## src/rtl/timer_scheduler_if.sv

```systemverilog
// Request/grant bundle between slow-event consumers and the shared timer scheduler.
// The requesters drive req/delay; the scheduler drives grant/done/busy/cur_id.
interface timer_scheduler_if #(
  parameter int NREQ = 4,
  parameter int CW   = 32
);
  localparam int IW = (NREQ > 1) ? $clog2(NREQ) : 1;

  logic [NREQ-1:0]    req;
  logic [NREQ*CW-1:0] delay;
  logic [NREQ-1:0]    grant;
  logic [NREQ-1:0]    done;
  logic               busy;
  logic [IW-1:0]      cur_id;

  modport master (
    output req,
    output delay,
    input  grant,
    input  done,
    input  busy,
    input  cur_id
  );

  modport slave (
    input  req,
    input  delay,
    output grant,
    output done,
    output busy,
    output cur_id
  );
endinterface

```

## src/rtl/timer_scheduler.sv

```systemverilog
// Shared prescaled down-counter timer. A round-robin arbiter hands the single countdown
// to one requester at a time; when its delay (in ticks of PRESCALE clk cycles) expires
// the owner gets a one-cycle done pulse. Dropping req while owning the timer aborts it.
module timer_scheduler #(
  parameter int NREQ     = 4,
  parameter int CW       = 32,
  parameter int PRESCALE = 50000000
) (
  input  logic             clk,
  input  logic             rst,
  timer_scheduler_if.slave bus
);

  localparam int IW = (NREQ > 1) ? $clog2(NREQ) : 1;
  // A prescaler of PRESCALE=1 still needs one (constant zero) bit.
  localparam int PW = (PRESCALE > 1) ? $clog2(PRESCALE) : 1;
  localparam logic [PW-1:0] PS_LAST = PW'(PRESCALE - 1);
  localparam logic [IW-1:0] ID_LAST = IW'(NREQ - 1);

  typedef enum logic [1:0] {
    IDLE = 2'd0,
    RUN  = 2'd1,
    DONE = 2'd2
  } state_t;

  state_t        state;
  logic [IW-1:0] ptr;
  logic [CW-1:0] remaining;
  logic [PW-1:0] prescaler;

  logic          found;
  logic [IW-1:0] winner;
  logic [IW-1:0] cand;
  logic [CW-1:0] win_delay;
  logic          tick;
  logic          owner_req;

  function automatic logic [NREQ-1:0] onehot(input logic [IW-1:0] id);
    logic [NREQ-1:0] v;
    v     = '0;
    v[id] = 1'b1;
    return v;
  endfunction

  assign tick      = (prescaler == PS_LAST);
  assign owner_req = bus.req[bus.cur_id];

  // Round-robin search: first set req bit starting just after the last owner, wrapping.
  always_comb begin
    found  = 1'b0;
    winner = '0;
    cand   = '0;
    for (int k = 1; k <= NREQ; k++) begin
      cand   = IW'((int'(ptr) + k) % NREQ);
      winner = (!found && bus.req[cand]) ? cand : winner;
      found  = found | bus.req[cand];
    end
  end

  // Select the delay belonging to the arbitration winner so it can be latched at grant.
  always_comb begin
    win_delay = '0;
    for (int i = 0; i < NREQ; i++) begin
      win_delay = (IW'(i) == winner) ? bus.delay[i*CW +: CW] : win_delay;
    end
  end

  // Scheduler FSM: arbitration, prescaled countdown, abort and done pulse, all outputs registered.
  always_ff @(posedge clk) begin
    if (rst) begin
      state      <= IDLE;
      ptr        <= ID_LAST;
      remaining  <= '0;
      prescaler  <= '0;
      bus.grant  <= '0;
      bus.done   <= '0;
      bus.busy   <= 1'b0;
      bus.cur_id <= '0;
    end else begin
      case (state)
        IDLE: begin
          bus.done  <= '0;
          prescaler <= '0;
          if (found) begin
            state      <= RUN;
            bus.grant  <= onehot(winner);
            bus.busy   <= 1'b1;
            bus.cur_id <= winner;
            ptr        <= winner;
            remaining  <= win_delay;
          end else begin
            state     <= IDLE;
            bus.grant <= '0;
            bus.busy  <= 1'b0;
          end
        end

        RUN: begin
          if (!owner_req) begin
            // Abort wins over expiry; ptr keeps the aborted id so rotation still advances.
            state     <= IDLE;
            bus.grant <= '0;
            bus.done  <= '0;
            bus.busy  <= 1'b0;
            prescaler <= '0;
          end else if (remaining == '0) begin
            // Zero delay: expire immediately without waiting for a tick.
            state     <= DONE;
            bus.grant <= '0;
            bus.done  <= onehot(bus.cur_id);
            bus.busy  <= 1'b1;
            prescaler <= '0;
          end else if (tick) begin
            remaining <= remaining - CW'(1);
            prescaler <= '0;
            if (remaining == CW'(1)) begin
              state     <= DONE;
              bus.grant <= '0;
              bus.done  <= onehot(bus.cur_id);
              bus.busy  <= 1'b1;
            end else begin
              state <= RUN;
            end
          end else begin
            prescaler <= prescaler + PW'(1);
          end
        end

        DONE: begin
          state     <= IDLE;
          bus.grant <= '0;
          bus.done  <= '0;
          bus.busy  <= 1'b0;
          prescaler <= '0;
        end

        default: begin
          state     <= IDLE;
          bus.grant <= '0;
          bus.done  <= '0;
          bus.busy  <= 1'b0;
          prescaler <= '0;
        end
      endcase
    end
  end

endmodule
```

## src/flat_wrapper.sv

```systemverilog
// flat-port wrapper written by rule: the top's interface ports become plain ports
module timer_scheduler_flat 
#(
  parameter int NREQ     = 4,
  parameter int CW       = 32,
  parameter int PRESCALE = 50000000
)
  (clk, rst, bus_req, bus_delay, bus_grant, bus_done, bus_busy, bus_cur_id);
  timer_scheduler_if #(.NREQ(NREQ), .CW(CW)) bus_i ();
  input  logic clk;
  input  logic rst;
  input wire logic [$bits(bus_i.req)-1:0] bus_req;
  input wire logic [$bits(bus_i.delay)-1:0] bus_delay;
  output wire logic [$bits(bus_i.grant)-1:0] bus_grant;
  output wire logic [$bits(bus_i.done)-1:0] bus_done;
  output wire logic [$bits(bus_i.busy)-1:0] bus_busy;
  output wire logic [$bits(bus_i.cur_id)-1:0] bus_cur_id;
  assign bus_i.req = bus_req;
  assign bus_i.delay = bus_delay;
  assign bus_grant = bus_i.grant;
  assign bus_done = bus_i.done;
  assign bus_busy = bus_i.busy;
  assign bus_cur_id = bus_i.cur_id;
  timer_scheduler #(.NREQ(NREQ), .CW(CW), .PRESCALE(PRESCALE)) u_core (.clk(clk), .rst(rst), .bus(bus_i));
endmodule
```

## config.mk

```make
export PLATFORM = sky130hd
export DESIGN_NAME = timer_scheduler_flat
export DESIGN_NICKNAME = d
export VERILOG_FILES = /design/src/rtl/timer_scheduler_if.sv /design/src/rtl/timer_scheduler.sv /design/src/flat_wrapper.sv
export SDC_FILE = /design/constraint.sdc
export NUM_CORES = 1
export LEC_CHECK = 0
export CAP_MARGIN = 20
export CORE_ASPECT_RATIO = 0.6
export CORE_MARGIN = 5
export CORE_UTILIZATION = 48
export DETAILED_ROUTE_END_ITERATION = 12
export PLACE_DENSITY = 0.88
export SYNTH_ARGS = -nofsm -noshare
export SYNTH_HDL_FRONTEND = slang
export SYNTH_SLANG_ARGS = --single-unit
```

## constraint.sdc

```tcl
create_clock -name clk -period 3 [get_ports clk]
set_input_delay 0.75 -clock clk [delete_from_list [all_inputs] [get_ports clk]]
set_output_delay 0.75 -clock clk [all_outputs]
set_load 0.02 [all_outputs]
```

======== Yosys cells after proc, flatten, opt, wreduce, memory -nomap -nowiden ========
Index checks and enable logic that the tools add are counted.
storage, ports and cells
  bits in registers ....................... 73
  input port bits ......................... 134
  output and inout port bits .............. 11
cells by class
  $add $sub $neg .......................... 6
  eq/ne operators ......................... 12
  $lt $le $gt $ge ......................... 8
  bitwise operators ....................... 5
  multiplexer cells ....................... 48
  reduce and logical (&&, ||, !) cells .... 20
operators by type and width
  cell                                                               number
  two-way mux 32 bit                                                 8
  case mux 32 bit (2 select lines)                                   1
  == test 32 x 1 -> 1 bit, second input constant                     1
  logical NOT 32 bit                                                 1
  two-way mux 4 bit                                                  8
  subtractor 32 x 1 -> 32 bit, second input constant                 1
  adder 26 x 1 -> 26 bit, second input constant                      1
  == test 26 bit, second input constant                              1
  less-than comparator 2 x 3 -> 1 bit, second input constant         6
  two-way mux 2 bit                                                  8
  two-way mux 1 bit                                                  13
  binary-select mux 1 bit (select 2 bit)                             5
  case mux 4 bit (2 select lines)                                    1
  != test 2 x 1 -> 1 bit, second input constant                      3
  AND reduction 2 bit                                                3
  nonzero test 2 bit                                                 3
  logical AND 1 bit                                                  5
  AND reduction 5 bit                                                1
  OR reduction 5 bit                                                 1
  adder 2 x 1 -> 2 bit, second input constant                        2
  adder 2 bit, second input constant                                 2
  demux 1 bit (select 2 bit)                                         2
  == test 2 bit, first input constant                                2
  greater-or-equal comparator 2 x 1 -> 1 bit, second input constant  2
  other kinds (12)                                                   18

======== Logic depth before layout (Yosys ltp) ========
Gate-level depths: netlist of run 1.
  depth after elaboration ................. 15
  gate-level depth with buffers ........... 9
  gate-level depth less buffers ........... 9

======== Least setup slack after synthesis of run 1 ========
OpenSTA, ideal clock, no wires.
  path kind ............................... input -> register
  start point ............................. input bus_req[1]
  end point ............................... register u_core.remaining[25]
  cell stages on the path ................. 8
  arrival ................................. 2437 ps
  setup slack ............................. 447 ps
  setup time .............................. 116 ps
  buffers on the path ..................... 1
  cells stage by stage .................... or2_2 -> a311oi_1 -> buf_2 -> mux2i_1 -> nand3_1 -> and3_1 -> o21ai_0 -> nand2_1
on the way
  longest elaborated chain between the ends .. 14
  elaborated cells between the ends (all ways) .. 36
  classes of those cells .................. 5 x eq/ne; 20 x mux; 3 x bitwise; 8 x reduce/logical
RTL lines
  what                                                           RTL line                                      text
  from (decl)                                                    flat_wrapper.sv:12                            input wire logic [$bits(bus_i.req)-1:0] bus_req;
  binary-select mux 1 bit (select 2 bit)                         timer_scheduler.sv:55, timer_scheduler.sv:56
  two-way mux 1 bit (implied by the code)                        timer_scheduler.sv:55, timer_scheduler.sv:56
  logical NOT 1 bit / OR 1 bit (equally long branches)           timer_scheduler.sv:55, timer_scheduler.sv:56
  logical AND 1 bit (tied with other cells)                      timer_scheduler.sv:55                         winner = (!found && bus.req[cand]) ? cand : winner;
  two-way mux 2 bit (tied with other cells)                      timer_scheduler.sv:55
  two-way mux 2 bit / logical AND 1 bit (equally long branches)  timer_scheduler.sv:55
  two-way mux 2 bit                                              timer_scheduler.sv:55
  logical NOT 2 bit                                              timer_scheduler.sv:64                         win_delay = (IW'(i) == winner) ? bus.delay[i*CW +: CW] : win_delay;
  two-way mux 32 bit (4 in a row)                                timer_scheduler.sv:64
  two-way mux 32 bit                                             timer_scheduler.sv:84                         if (found) begin
  case mux 32 bit (2 select lines)                               timer_scheduler.sv:80                         case (state)
  to (signal assigned)                                           timer_scheduler.sv:90                         remaining <= win_delay;
  to (signal assigned)                                           timer_scheduler.sv:114                        remaining <= remaining - CW'(1);
  to (decl)                                                      timer_scheduler.sv:28                         logic [CW-1:0] remaining;
Several ways; a longest one is shown, not always the timed one. The select of a mux whose other input is x is not followed.
A chain may end at the register's enable or synchronous reset.

======== Worst setup path in the final report of run 1 ========
  start point ............................. register u_core.remaining[24]
  end point ............................... register u_core.bus.done[2]
on the way
  longest elaborated chain between the ends .. 3
  elaborated cells between the ends (all ways) .. 6
  classes of those cells .................. 1 x eq/ne; 1 x mux; 4 x reduce/logical
RTL lines
  what                                                                  RTL line                                        text
  == test 32 x 1 -> 1 bit / logical NOT 32 bit (equally long branches)  timer_scheduler.sv:116, timer_scheduler.sv:106
  nonzero test 2 bit (no line)                                          --
  AND reduction 2 bit (no line)                                         --
  to (signal assigned)                                                  timer_scheduler.sv:110                          bus.done <= onehot(bus.cur_id);
  to (signal assigned)                                                  timer_scheduler.sv:119                          bus.done <= onehot(bus.cur_id);
  to (decl)                                                             timer_scheduler_if.sv:29                        output done,
Several ways; a longest one is shown, not always the timed one.

==> results of run 1 <==
[power breakdown]
part	internal [W]	switching [W]	total, W	leakage, nW
registers	0.00111	0.000165	0.00127	0.596
logic	0.000860	0.00117	0.00203	1.81
clock network	0.000664	0.000401	0.00107	0.144
[worst min path at each step]
| stage | slack (ps) | start | to |
|---|---|---|---|
| after floorplan | 430 | u_core.prescaler[0]$_SDFF_PP0_ | u_core.prescaler[0]$_SDFF_PP0_ |
| after global placement | 450 | u_core.prescaler[0]$_SDFF_PP0_ | u_core.prescaler[0]$_SDFF_PP0_ |
| after detailed placement | 450 | u_core.bus.done[0]$_SDFFE_PP0P_ | u_core.bus.done[0]$_SDFFE_PP0P_ |
| after CTS | 450 | u_core.bus.done[0]$_SDFFE_PP0P_ | u_core.bus.done[0]$_SDFFE_PP0P_ |
| after global routing | 470 | u_core.bus.done[2]$_SDFFE_PP0P_ | u_core.bus.done[2]$_SDFFE_PP0P_ |
| final | 450 | u_core.bus.done[0]$_SDFFE_PP0P_ | u_core.bus.done[0]$_SDFFE_PP0P_ |
[synthesized netlist by cell type, drive strengths merged, types with 3 or more instances]
master	count	area, sq um
a21oi	46	230.2
a22oi	3	22.52
a31oi	13	81.33
and2	5	31.28
and3	6	37.54
buf	12	77.57
clkbuf	26	97.59
dfxtp	73	1461
ha	4	50.05
inv	15	56.30
mux2i	29	290.3
nand2	120	450.4
nand2b	7	43.79
nand3	49	245.2
nand4	11	68.82
nor2	74	285.3
nor3	31	185.2
nor4	12	102.6
nor4b	3	26.28
o21ai	35	175.2
o22ai	9	56.30
o31ai	4	30.03
o32ai	6	52.55
or2	3	18.77
or3	8	50.05
or3b	3	26.28
or4	4	37.53
xnor2	15	131.4
xor2	11	96.34
[flip-flops by register name, summed over array words and instances, names as in the netlist]
register           flops
u_core.remaining      32
u_core.prescaler      26
u_core.state           2
u_core.ptr             2
u_core.bus.cur_id      2
u_core.bus.busy        1
u_core.bus.done        4
u_core.bus.grant       4
[placed cells by master (no fill, tap or decap), types with 5 or more instances in the layout]
cell and n:
and2_1 5, nand2b_1 7, nand2_1 120, or3_1 8, a21oi_1 46, o21ai_0 32, a31oi_1 13, clkdlybuf4s50_1 144
inv_1 15, xor2_1 11, clkbuf_16 9, nor2_1 73, dfxtp_1 73, mux2i_1 29, nand4_1 11, o32ai_1 5
nor3_2 6, nor3_1 25, xnor2_1 15, buf_12 7, nand3_1 49, and3_1 6, nor4_1 9, o22ai_1 9
buf_4 32
[worst max-delay path, delay by kind of cell (launching register included)]
| family | cells | cell delay, ps |
|---|---|---|
| compound gates | 2 | 440 |
| flops | 1 | 350 |
| simple gates | 4 | 1860 |
[routing by layer]
metal,vias to the layer above,track usage
met2,355,0.4434
met4,0,0.07982
met3,26,0.09325
li1,2675,-
met1,2605,0.3907
met5,-,0
[kinds of logic after synthesis]
kind of cell | Yosys count
AOI/OAI and AO/OA | 133
xor gates and xnor gates | 26
adders and majority gates | 4
buffers and inverters | 53
DFF | 73
muxes | 30
and+or+nand+nor | 344
[stage by stage]
stage                     setup WS (ps)  total power (W)    util  std cells
final                             278.6         0.004368  0.7060        959
after detailed placement          47.97         0.003248  0.6763        943
after global routing              158.6         0.004598  0.7060        959
after CTS                         310.4         0.004326  0.7060        959
after global placement            116.3         0.003177  0.6763        943
after floorplan                   446.7         0.002438       -        663
[area by class of cell]
cell class	instances	area, sq um	area share
timing repair buffer	183	1822	0.2640
sequential	73	1461	0.2118
clock buffer	13	250.2	0.03626
clock inverter	3	40.04	0.005802
multi-input combinational	537	3102	0.4495
tap	135	168.9	0.02448
inverter	15	56.30	0.008160
==> metrics.csv, run 1 <==
stage,metric,value,unit
run_status,status,"finished, final reports clean",
clock_network,clock_path_buffers,2,
timing,holdWs,448.6,ps
clock_network,ctsResizeCount,0,
worst_setup_path,r2r-start,u_core.remaining[24]$_SDFFE_PP0P_,
synthesis,synth_simple_gate_area_frac,0.3514,
grt,track_usage,0.2880,
power,power_density,633.0,mW/mm^2
worst_setup_path,max_stage_delay,580,ps
worst_setup_path,start_kind,flop,
synthesis,ys_warn_count,0,
timing,maxSlewHeadroom,0.5355,
floorplan,ios,145,
floorplan,core,0.009774,sq mm
clock_network,ctsHoldBuffers,0,
routing,vias_per_cell,5.903,
grt,antenna_found_initial,0,
worst_hold_path,min_path_type,flop to flop,
synthesis,synth_top_family_by_area,simple AND/OR/NAND/NOR gates,
synthesis,netlist_area,0.004753,sq mm
worst_setup_path,cp.required,3270,ps
place,portBuffers,144,
timing,setup_viol,0,
worst_setup_path,cp-endpoint,u_core.bus.done[2]$_SDFFE_PP0P_,
clock_network,clock_latency,340,ps
grt,grt_start_max_net_pins,40,
timing,period_needed,2721,ps
synthesis,synth-compound-area-share,0.1682,
worst_setup_path,r2r_end,u_core.bus.done[2]$_SDFFE_PP0P_,
floorplan,die_w,138.5,microns
clock_network,root_buffer,clkbuf_16,
timing,min_period_over_period,0.9071,
worst_setup_path,worstRegToRegCells,6,
timing,fmax,367.5,MHz
worst_setup_path,critPathMaxFanout,9,
worst_setup_path,cp_cell_sequence,or4_4 > or4_4 > nor4_2 > o21ai_1 > or3b_1 > a21oi_1,
place,gp_congestion,0.9692,
clock_network,h-tree-depth,3,
synthesis,syn_area_per_cell,7.169,sq um
synthesis,synth_cells,663,
worst_setup_path,reg2reg_slack,280,ps
power,p_leak,2.548,nW
floorplan,die-area,0.01206,sq mm
grt,grt_pass1_wl,28170,microns
place,dpl_cell_area,0.006610,sq mm
clock_network,post_cts_buffers,0,
clock_network,cts_tree,yes,
synthesis,synth_edf_count,0,
synthesis,synthArstFlopShare,0,
routing,dr.first_iter.drc_count,595,
worst_setup_path,worstSetupPathType,flop to flop,
routing,m1WireLength,7661,microns
synthesis,synth_xor_xnor_area_share,0.04791,
final_layout,postLayoutCellArea,0.006900,sq mm
final_layout,syn_to_final_growth,45.17,%
routing,highest_layer,met4,
worst_setup_path,arrival,2990,ps
timing,rsz0062_at_grt,false,
timing,drv_slew,0,
timing,worst_pin_slew,696.8,ps
routing,via_count,5661,
clock_network,path_clk_slew,60,ps
routing,wl_per_cell,18.19,microns
routing,firstDrtPassIters,5,
final_layout,layout-drive-gt1-share,0.08981,
timing,final.setup_skew,4.626,ps
synthesis,yosys-mux-area-fraction,0.06581,
timing,finalSetupTns,0,ps
synthesis,ys_types,57,
floorplan,rows,28,
final_layout,antenna_cells,0,
power,peakVddDrop,0.0003612,V
timing,hold_viol,0,
synthesis,ys_ff_latch,73,
worst_setup_path,end_kind,flop,
clock_network,cts_made_buffers,9,
run,cap_violations,0,
worst_hold_path,hold-path-cell-count,2,
final_layout,fillCellCount,751,
routing,dr_wl_met3,2215,microns
final_layout,fin_nets,957,
synthesis,mappedNetlistNets,801,
worst_setup_path,crit_path_start,u_core.remaining[24]$_SDFFE_PP0P_,
worst_setup_path,crit_top_cell,or4_4,
grt,grt_pass1_vias,5647,
routing,remaining_drc_errors,0,
clock_network,clkSinkCount,73,
grt,overflow,0,
synthesis,synthFlopType,dfxtp_1,
routing,drt_wl_total,17440,microns
place,dp_hpwl,13300,microns
floorplan,initial_utilization,0.4863,
worst_setup_path,crit_slowest_cell,or4_4,
floorplan,die_y,87.08,microns
synthesis,synth_adder_area_share,0.01053,
synthesis,yosysSeqAreaShare,0.3074,
routing,antenna_left,0,
routing,wl_met2,7303,microns
Power figures use the tool's default switching activity.
==> run 2, diff against run 1 <==
--- a/config.mk
+++ b/config.mk
@@ -8,9 +8,9 @@
 export CAP_MARGIN = 20
 export CORE_ASPECT_RATIO = 0.6
 export CORE_MARGIN = 5
-export CORE_UTILIZATION = 48
+export CORE_UTILIZATION = 40
 export DETAILED_ROUTE_END_ITERATION = 12
-export PLACE_DENSITY = 0.88
+export PLACE_DENSITY = 0.76
 export SYNTH_ARGS = -nofsm -noshare
 export SYNTH_HDL_FRONTEND = slang
 export SYNTH_SLANG_ARGS = --single-unit
==> run 2 against run 1 <==
  * Clock-buffer cell count decreased by 4
  * Maximum frequency decreased by 4.2%
  * Final cell count increased by 1.9%
  * Critical path depth increased by 2
  * Sequential share of layout area increased by 0.096 points
  * First-iteration DRC count decreased by 11%
  * Wire length decreased by 0.85%
  * Via count decreased by 1.2%
  * Sequential power about the same
  * Die area increased by 18%
==> metrics.csv, run 2 (same netlist as run 1, synthesis figures left out) <==
stage,metric,value,unit,change
clock_network,clock_latency,340,ps,about the same
timing,hold_viol,0,,unchanged
final_layout,fillCellCount,1011,,was 751
worst_setup_path,worstRegToRegCells,6,,unchanged
final_layout,regArea,0.001461,sq mm,unchanged
clock_network,ctsHoldBuffers,0,,unchanged
floorplan,die_y,94.44,microns,was 87.08 microns
place,gp_congestion,0.9634,,was 0.9692
floorplan,initial_utilization,0.4152,,was 0.4863
timing,drv_slew,0,,unchanged
worst_setup_path,critPathMaxFanout,42,,was 9
timing,maxSlewHeadroom,0.4353,,was 0.5355
final_layout,fin_nets,951,,was 957
floorplan,ios,145,,unchanged
worst_setup_path,r2r_end,u_core.bus.done[2]$_SDFFE_PP0P_,,unchanged
timing,setup_viol,0,,unchanged
clock_network,clkSinkCount,73,,unchanged
power,p_total,0.004313,W,was 0.004368 W
timing,min_period_over_period,0.9466,,was 0.9071
final_layout,syn_to_final_growth,44.51,%,was 45.17%
clock_network,h-tree-depth,3,,unchanged
worst_setup_path,arrival,3080,ps,was 2990 ps
routing,drt_wl_total,17290,microns,"was 17,440 microns"
final_layout,layout_common_cells,"clkdlybuf4s50_1, nand2_1, nor2_1, dfxtp_1, nand3_1",,unchanged
routing,wl_per_cell,17.70,microns,was 18.19 microns
floorplan,die_w,150.7,microns,was 138.5 microns
worst_setup_path,path_buf_inv,2,,was 0
clock_network,clock_path_buffers,2,,unchanged
timing,worst_pin_slew,839.2,ps,was 696.8 ps
place,portBuffers,144,,unchanged
clock_network,path_clk_slew,60,ps,about the same
final_layout,fin_util,0.6000,,was 0.7060
worst_setup_path,worstSetupPathType,input port to flop,,was flop to flop
timing,final.setup_skew,3.777,ps,was 4.626 ps
grt,overflow,0,,unchanged
grt,grt_pass1_wl,27410,microns,"was 28,170 microns"
final_layout,top_regs,"u_core.remaining: 32 flops, u_core.prescaler: 26 flops",,unchanged
routing,remaining_drc_errors,0,,unchanged
clock_network,cts_tree,yes,,unchanged
timing,period_needed,2840,ps,was 2721 ps
floorplan,die-area,0.01423,sq mm,was 0.01206 sq mm
clock_network,ctsResizeCount,0,,unchanged
run_status,status,"finished, final reports clean",,unchanged
worst_setup_path,cp_top_family,compound AO/OA/AOI/OAI gates,,was simple AND/OR/NAND/NOR gates
run,cap_violations,0,,unchanged
routing,via_count,5591,,"was 5,661"
routing,antenna_left,0,,unchanged
timing,rsz0062_at_grt,false,,unchanged
worst_setup_path,start_kind,input port,,was flop
worst_setup_path,end_kind,flop,,unchanged
worst_hold_path,min_to,u_core.bus.done[0]$_SDFFE_PP0P_,,unchanged
worst_setup_path,cp.required,3240,ps,was 3270 ps
grt,track_usage,0.2424,,was 0.2880
worst_hold_path,hold-path-cell-count,2,,unchanged
power,power_density,627.9,mW/mm^2,was 633.0 mW/mm^2
worst_hold_path,hold_start,u_core.bus.done[0]$_SDFFE_PP0P_,,unchanged
timing,fmax,352.1,MHz,was 367.5 MHz
clock_network,post_cts_buffers,0,,unchanged
floorplan,core,0.01145,sq mm,was 0.009774 sq mm
final_layout,layout_commonest_cell,clkdlybuf4s50_1,,unchanged
routing,vias_per_cell,5.723,,was 5.903
worst_hold_path,min_path_type,flop to flop,,unchanged
place,dpl_cell_area,0.006584,sq mm,was 0.006610 sq mm
worst_setup_path,crit_slowest_cell,a221oi_1,,was or4_4
worst_setup_path,max_stage_delay,550,ps,was 580 ps
power,p_leak,2.507,nW,was 2.548 nW
worst_setup_path,r2r-start,u_core.remaining[25]$_SDFFE_PP0P_,,was u_core.remaining[24]$_SDFFE_PP0P_
grt,grt_pass1_vias,5454,,"was 5,647"
final_layout,postLayoutCellArea,0.006869,sq mm,was 0.006900 sq mm
place,dp_hpwl,13150,microns,"was 13,300 microns"
floorplan,rows,30,,was 28
worst_setup_path,cp_cell_sequence,clkdlybuf4s50_1 > a221oi_1 > o32ai_4 > buf_12 > mux2i_1 > o22ai_1 > a31oi_1 > o32ai_1,,was or4_4 > or4_4 > nor4_2 > o21ai_1 > or3b_1 > a21oi_1
final_layout,multi_input_area,0.003102,sq mm,unchanged
final_layout,antenna_cells,0,,unchanged
final_layout,largest_reg_flops,32,,unchanged
clock_network,cts_made_buffers,9,,unchanged
clock_network,root_buffer,clkbuf_16,,unchanged
power,peakVddDrop,0.0002750,V,was 0.0003612 V
routing,firstDrtPassIters,5,,unchanged
worst_setup_path,reg2reg_slack,280,ps,about the same
final_layout,regMostFlops,u_core.remaining,,unchanged
routing,dr.first_iter.drc_count,531,,was 595
grt,antenna_found_initial,0,,unchanged
final_layout,layout-drive-gt1-share,0.08568,,was 0.08981
grt,grt_start_max_net_pins,46,,was 40
run 2: final cells by class:
type	instances	share of cell area
flip-flops and latches	73	0.2128
multi-input cells	537	0.4515
repair buffers	177	0.2568
clock inverters	6	0.008743
inverters	15	0.008197
well taps	160	0.02914
clock buffers	9	0.03279
run 2: worst max path at each step:
stage | startpoint | endpoint | slack (ps) | cells after the start
CTS | u_core.remaining[25]$_SDFFE_PP0P_ | u_core.bus.done[2]$_SDFFE_PP0P_ | 280 | 6
global route | bus_req[1] | u_core.remaining[24]$_SDFFE_PP0P_ | 90 | 8
global placement | bus_req[2] | u_core.remaining[24]$_SDFFE_PP0P_ | 40 | 9
floorplan | bus_req[1] | u_core.remaining[25]$_SDFFE_PP0P_ | 450 | 8
finish | bus_req[3] | u_core.remaining[24]$_SDFFE_PP0P_ | 160 | 8
detailed placement | bus_req[1] | u_core.remaining[4]$_SDFFE_PP0P_ | -50 | 8
run 2: report_power, final:
part,switching (W),leakage (nW),internal (W),total [W]
clock network,0.000420,0.137,0.000634,0.00105
registers,0.000154,0.596,0.00111,0.00126
logic,0.00117,1.77,0.000826,0.00200
total,0.00175,2.51,0.00257,0.00431
run 2: layer usage:
metal | global-route usage | part of all wire | routed length, microns
met1 | 0.3366 | 0.45 | 7810
met2 | 0.3651 | 0.41 | 7121
met3 | 0.08489 | 0.13 | 2191
met4 | 0.04827 | 0.0098 | 170
met5 | 0 | 0 | 0
run 2: worst min-delay path, cell delays in order (launching register included):
cell     delay, ps
dfxtp_1        310
nand2_1         50
a21oi_1         50
run 2: per-stage QoR:
step,hold slack [ps],TNS (ps),setup slack [ps],std cells
6_report,459.9,0,160.2,977
5_1_grt,484.3,0,92.86,977
4_1_cts,461.8,0,279.0,977
3_5_place_dp,450.8,-190.6,-54.26,962
3_3_place_gp,439.6,0,43.63,962
2_1_floorplan,429.8,0,446.7,663
